## config.mk

```make
export PLATFORM = sky130hd
export DESIGN_NAME = day1_vector_packer
export DESIGN_NICKNAME = d
export VERILOG_FILES = /design/src/rtl/day1_vector_packer.sv
export SDC_FILE = /design/constraint.sdc
export NUM_CORES = 1
export LEC_CHECK = 0
export ABC_CLOCK_PERIOD_IN_PS = 6710
export BUFFER_PORTS_ARGS = -buffer_cell sky130_fd_sc_hd__buf_4
export CAP_MARGIN = 15
export CORE_MARGIN = 5
export CORE_UTILIZATION = 29
export DETAILED_ROUTE_END_ITERATION = 12
export PLACE_DENSITY = 0.44
export SLEW_MARGIN = 15
export SYNTH_ARGS = -nofsm -noshare
export SYNTH_HDL_FRONTEND = slang
export SYNTH_SLANG_ARGS = --single-unit
```

## constraint.sdc

```tcl
create_clock -name clk -period 6.71 [get_ports clk]
set_clock_uncertainty 0.05 [all_clocks]
set_input_delay 0.671 -clock clk [delete_from_list [all_inputs] [get_ports clk]]
set_output_delay 0.671 -clock clk [all_outputs]
set_load 0.03 [all_outputs]
```

## src/rtl/day1_vector_packer.sv

```systemverilog
// day1_vector_packer: parses an ASCII L/R command stream into 17-bit items and packs LANES items per output vector
module day1_vector_packer #(
  parameter int LANES  = 16,
  parameter int DIST_W = 16
) (
  input  logic                            clk,
  input  logic                            reset_n,
  input  logic                            s_valid,
  output logic                            s_ready,
  input  logic [7:0]                      s_data,
  input  logic                            s_last,
  output logic                            m_valid,
  input  logic                            m_ready,
  output logic [LANES*(DIST_W+1)-1:0]     m_flat_data,
  output logic [LANES-1:0]                m_valid_mask,
  output logic                            m_last,
  output logic                            error
`ifdef DAY1_PACKER_STATS_EN
  ,
  output logic [31:0]                     item_count,
  output logic [31:0]                     vector_count
`endif
);
  localparam int ITEM_W = DIST_W + 1;
  localparam int LW     = $clog2(LANES);
  localparam int IW     = LW + 1;
  typedef enum logic {IDLE, DIGITS} state_t;
  state_t                    state_q, state_d;
  logic                      dir_q, dir_d;
  logic [DIST_W-1:0]         acc_q, acc_d;
  logic [IW-1:0]             idx_q, idx_d;
  logic [LANES*ITEM_W-1:0]   flat_q, flat_d;
  logic [LANES-1:0]          mask_q, mask_d;
  logic                      mv_q, mv_d;
  logic                      ml_q, ml_d;
  logic                      err_q, err_d;
  logic                      acc_byte, hs;
  logic                      is_eol, is_ws, is_lr, is_dig;
  logic                      go_dig, in_dig, cmp, bad, ovf;
  logic [DIST_W+3:0]         mac;
  logic                      dir_n;
  logic [DIST_W-1:0]         acc_n;
  assign acc_byte = s_valid && s_ready;
  assign hs       = mv_q && m_ready;
  assign is_eol   = s_data == 8'h0A || s_data == 8'h0D;
  assign is_ws    = is_eol || s_data == 8'h20;
  assign is_lr    = s_data == 8'h4C || s_data == 8'h52;
  assign is_dig   = s_data >= 8'h30 && s_data <= 8'h39;
  assign go_dig   = state_q == IDLE && is_lr;
  assign in_dig   = state_q == DIGITS;
  assign mac      = (DIST_W+4)'({acc_q, 3'b000}) + (DIST_W+4)'({acc_q, 1'b0}) + (DIST_W+4)'(s_data[3:0]);
  assign ovf      = |mac[DIST_W+3:DIST_W];
  assign dir_n    = go_dig ? s_data == 8'h52 : dir_q;
  assign acc_n    = go_dig ? '0 : (in_dig && is_dig) ? (ovf ? '1 : mac[DIST_W-1:0]) : acc_q;
  assign cmp      = acc_byte && ((in_dig && is_eol) || (s_last && (go_dig || in_dig)));
  assign bad      = acc_byte && (state_q == IDLE ? !is_lr && !is_ws : (is_dig ? ovf : !is_eol));
  always_ff @(posedge clk or negedge reset_n)
    if (!reset_n) state_q <= IDLE;
    else          state_q <= state_d;
  always_comb begin
    state_d = !acc_byte ? state_q : (cmp || s_last) ? IDLE : go_dig ? DIGITS : state_q;
  end
  always_comb begin
    dir_d  = acc_byte ? dir_n : dir_q;
    acc_d  = acc_byte ? acc_n : acc_q;
    idx_d  = idx_q;
    flat_d = flat_q;
    mask_d = mask_q;
    mv_d   = mv_q;
    ml_d   = ml_q;
    err_d  = err_q | bad;
    if (hs) begin
      idx_d  = '0;
      flat_d = '0;
      mask_d = '0;
      mv_d   = 1'b0;
      ml_d   = 1'b0;
    end
    if (cmp) begin
      flat_d[idx_q[LW-1:0]*ITEM_W +: ITEM_W] = {dir_n, acc_n};
      mask_d[idx_q[LW-1:0]]                  = 1'b1;
      idx_d                                  = idx_q + IW'(1);
      mv_d                                   = mv_d | (idx_q == IW'(LANES-1));
    end
    if (acc_byte && s_last) begin
      mv_d = 1'b1;
      ml_d = 1'b1;
    end
  end
  always_ff @(posedge clk or negedge reset_n)
    if (!reset_n) begin
      dir_q  <= 1'b0;
      acc_q  <= '0;
      idx_q  <= '0;
      flat_q <= '0;
      mask_q <= '0;
      mv_q   <= 1'b0;
      ml_q   <= 1'b0;
      err_q  <= 1'b0;
    end else begin
      dir_q  <= dir_d;
      acc_q  <= acc_d;
      idx_q  <= idx_d;
      flat_q <= flat_d;
      mask_q <= mask_d;
      mv_q   <= mv_d;
      ml_q   <= ml_d;
      err_q  <= err_d;
    end
  assign s_ready      = !mv_q;
  assign m_valid      = mv_q;
  assign m_flat_data  = flat_q;
  assign m_valid_mask = mask_q;
  assign m_last       = ml_q;
  assign error        = err_q;
`ifdef DAY1_PACKER_STATS_EN
  logic [31:0] ic_q, vc_q;
  always_ff @(posedge clk or negedge reset_n)
    if (!reset_n) begin
      ic_q <= '0;
      vc_q <= '0;
    end else begin
      ic_q <= ic_q + 32'(cmp);
      vc_q <= vc_q + 32'(hs);
    end
  assign item_count   = ic_q;
  assign vector_count = vc_q;
`endif
endmodule
```

==> impl_metrics.csv <==
group,metric,value,unit
global_route,antenna_found_initial,1,
yosys,syn_area_per_cell,10.2,um^2
sta,fin_crit,4.53,ns
pwr,p_leak,8.28,nW
layout,drive_above_1_share,24.5,%
critical_path,crit_type,"flip-flop to flip-flop",
worst_hold_path,hp-class,"primary input to async pin",
critical_path,start_kind,"flip-flop",
sta,hold_slack,0.0778,ns
global_route,gr-total-overflow,0,
floorplanning,die_h,226,um
cts,cts_buffers,37,
cts,path_clk_slew,0.06,ns
critical_path,cp.arrival,4.86,ns
pwr,powerDensity,266,nW/um^2
yosys,netlist_area,13600,um^2
drt,first_pass_iters,5,
cts,cts_setup_buffers,0,
yosys,ys_types,61,
sta,fmax,0.221,GHz
cts,cts_hold_buf,0,
sta,setup_viol,0,
layout,fin_util,37.8,%
drt,routed_wl,50700,um
cts,root_buffer,"clkbuf_16",
placed_design,gp_congestion,0.817,
critical_path,ff2ff_setup_slack,2.18,ns
cts,cts.sinks,314,
drt,remaining_drc_errors,0,
sta,worst_pin_slew,1.14,ns
yosys,synth_top_area_share,57.8,%
yosys,synth-async-reset-ratio,100,%
placed_design,port_buffers,304,
floorplanning,ioPinCount,305,
cts,h-tree-depth,2,
layout,final_area,17500,um^2
yosys,syn_nets,1391,
layout,final_cell_mix,"dfrtp_1, buf_4, nand2_1",
sta,hold_violations,0,
critical_path,end_kind,"flip-flop",
global_route,grt_max_degree,120,
layout,area_delta_synth_final,29.1,%
global_route,grt_pass1_wl,75100,um
layout,num_antenna_cells,0,
floorplanning,placementRows,79,
pwr,ir_drop,191,uV
yosys,synth_ff_type,"dfrtp_1",
layout,layout_commonest_cell,"dfrtp_1",
yosys,synth_edf_count,0,
yosys,ys_warn_count,0,
global_route,grtUsageTotal,19.2,%
floorplanning,die_x,226,um
cts,cts_tree,"built",
critical_path,crit_required,7.04,ns
yosys,yosys-top-cells-area,"dfrtp_1, o21ai_0, nand2_1",
yosys,synthCells,1337,
sta,period_share,67.6,%
cts,cts.repair.resized,0,
sta,setup_ws,2.18,ns
global_route,grt_pass1_vias,11000,
run,maxCapViolations,0,
yosys,ys_seq_elements,314,
drt,drt-initial-drc-count,795,
layout,finalNetCount,1641,
drt,vias,11200,
cts,clkLatencyLatePin,0.54,ns
critical_path,r2r_cells,12,
drt,detail_route.vias_per_cell,5.04,
placed_design,placedInstanceArea,16300,um^2
floorplanning,dieArea,51300,um^2
run_status,outcome,"completed",
placed_design,dpl.hpwl,35800,um
sta,rsz0062_at_grt,"false",
drt,wire_per_inst,22.8,um
critical_path,cp_max_fo,17,
placed_design,place_ws,1.69,ns
sta,fin_tns_setup,0,ns
yosys,ys_seq_area_share,57.8,%
sta,slew_violations,0,
cts,clock_path_buffers,3,
sta,slew-limit-headroom,24.0,%
yosys,synth.largest_area_cell,"dfrtp_1",
drt,ant_nets,0,
floorplanning,initial_utilization,29.3,%
floorplanning,core_area,46500,um^2
==> kinds of logic after synthesis <==
family	share of synthesized area [%]
simple gates	14.5
compound gates	19.0
flops	57.8
buf+inv	3.73
fa+ha+maj	3.88
xor+xnor	1.03
==> final timing paths <==
path / startpoint / to
setup / recovery: acc_q[2]$_DFFE_PN0P_ / m_flat_data[36]$_DFF_PN0_
hold / removal: reset_n / m_flat_data[37]$_DFF_PN0_
setup reg to reg: acc_q[2]$_DFFE_PN0P_ / m_flat_data[36]$_DFF_PN0_
hold reg to reg: m_flat_data[126]$_DFF_PN0_ / m_flat_data[126]$_DFF_PN0_
max in group asynchronous: reset_n / m_flat_data[101]$_DFF_PN0_
min in group clk: s_last / in_dig$_DFFE_PN0P_
==> cell usage after synthesis, drive strengths merged (7+ instances only) <==
| library cell | count |
|---|---|
| dfrtp | 314 |
| clkbuf | 84 |
| xnor2 | 7 |
| a31o | 11 |
| nand3 | 115 |
| ha | 39 |
| o31ai | 84 |
| or3 | 8 |
| buf | 18 |
| and2 | 11 |
| o21a | 8 |
| a21oi | 21 |
| inv | 14 |
| nor2 | 23 |
| nand2 | 240 |
| xor2 | 9 |
| o21ai | 241 |
| and3 | 11 |
| a32o | 11 |
==> final cells by class <==
cell class                 instances  area (um^2)
clock buffer                      55         1110
clock inverter                    10          161
fill                            4734        28900
inverter                          14         52.6
multi-input combinational        907         5240
sequential                       314         7860
tap                              607          759
timing repair buffer             313         2370
==> report_power, final <==
part / internal, W / total (W) / switching (W)
Clock: 0.00130 / 0.00211 / 0.000810
Sequential: 0.00192 / 0.00196 / 0.0000390
Combinational: 0.000149 / 0.000606 / 0.000457
Total: 0.00337 / 0.00467 / 0.00131
==> stage by stage <==
stage	std cells	total power, W
finish	2220	0.00467
global route	2220	0.00487
CTS	2220	0.00475
detailed placement	2155	0.00261
global placement	2155	0.00261
floorplan	1337	0.00237
==> flip-flops by register name, indices dropped and copies added, names as in the netlist, 5 cells and up <==
signal and cells:
m_flat_data 272, idx_q 5, acc_q 16, m_valid_mask 16
==> critical path, stage by stage, from the launching register on <==
cell	delay, ns
dfrtp_1	0.43
inv_1	0.08
fa_1	0.53
inv_1	0.05
ha_1	0.29
a211oi_2	0.21
nor2_1	0.11
o31ai_4	0.32
o2111a_1	0.25
nor3_1	0.06
or4_1	0.86
o31ai_4	0.89
o31ai_1	0.20
==> per-layer routing <==
metal | part of all wire [%] | GRT usage [%]
met1 | 45 | 26.8
met2 | 48 | 32.0
met3 | 4.7 | 3.30
met4 | 1.5 | 3.69
met5 | 0 | 0
No activity file was read; power rests on OpenSTA's default activity.
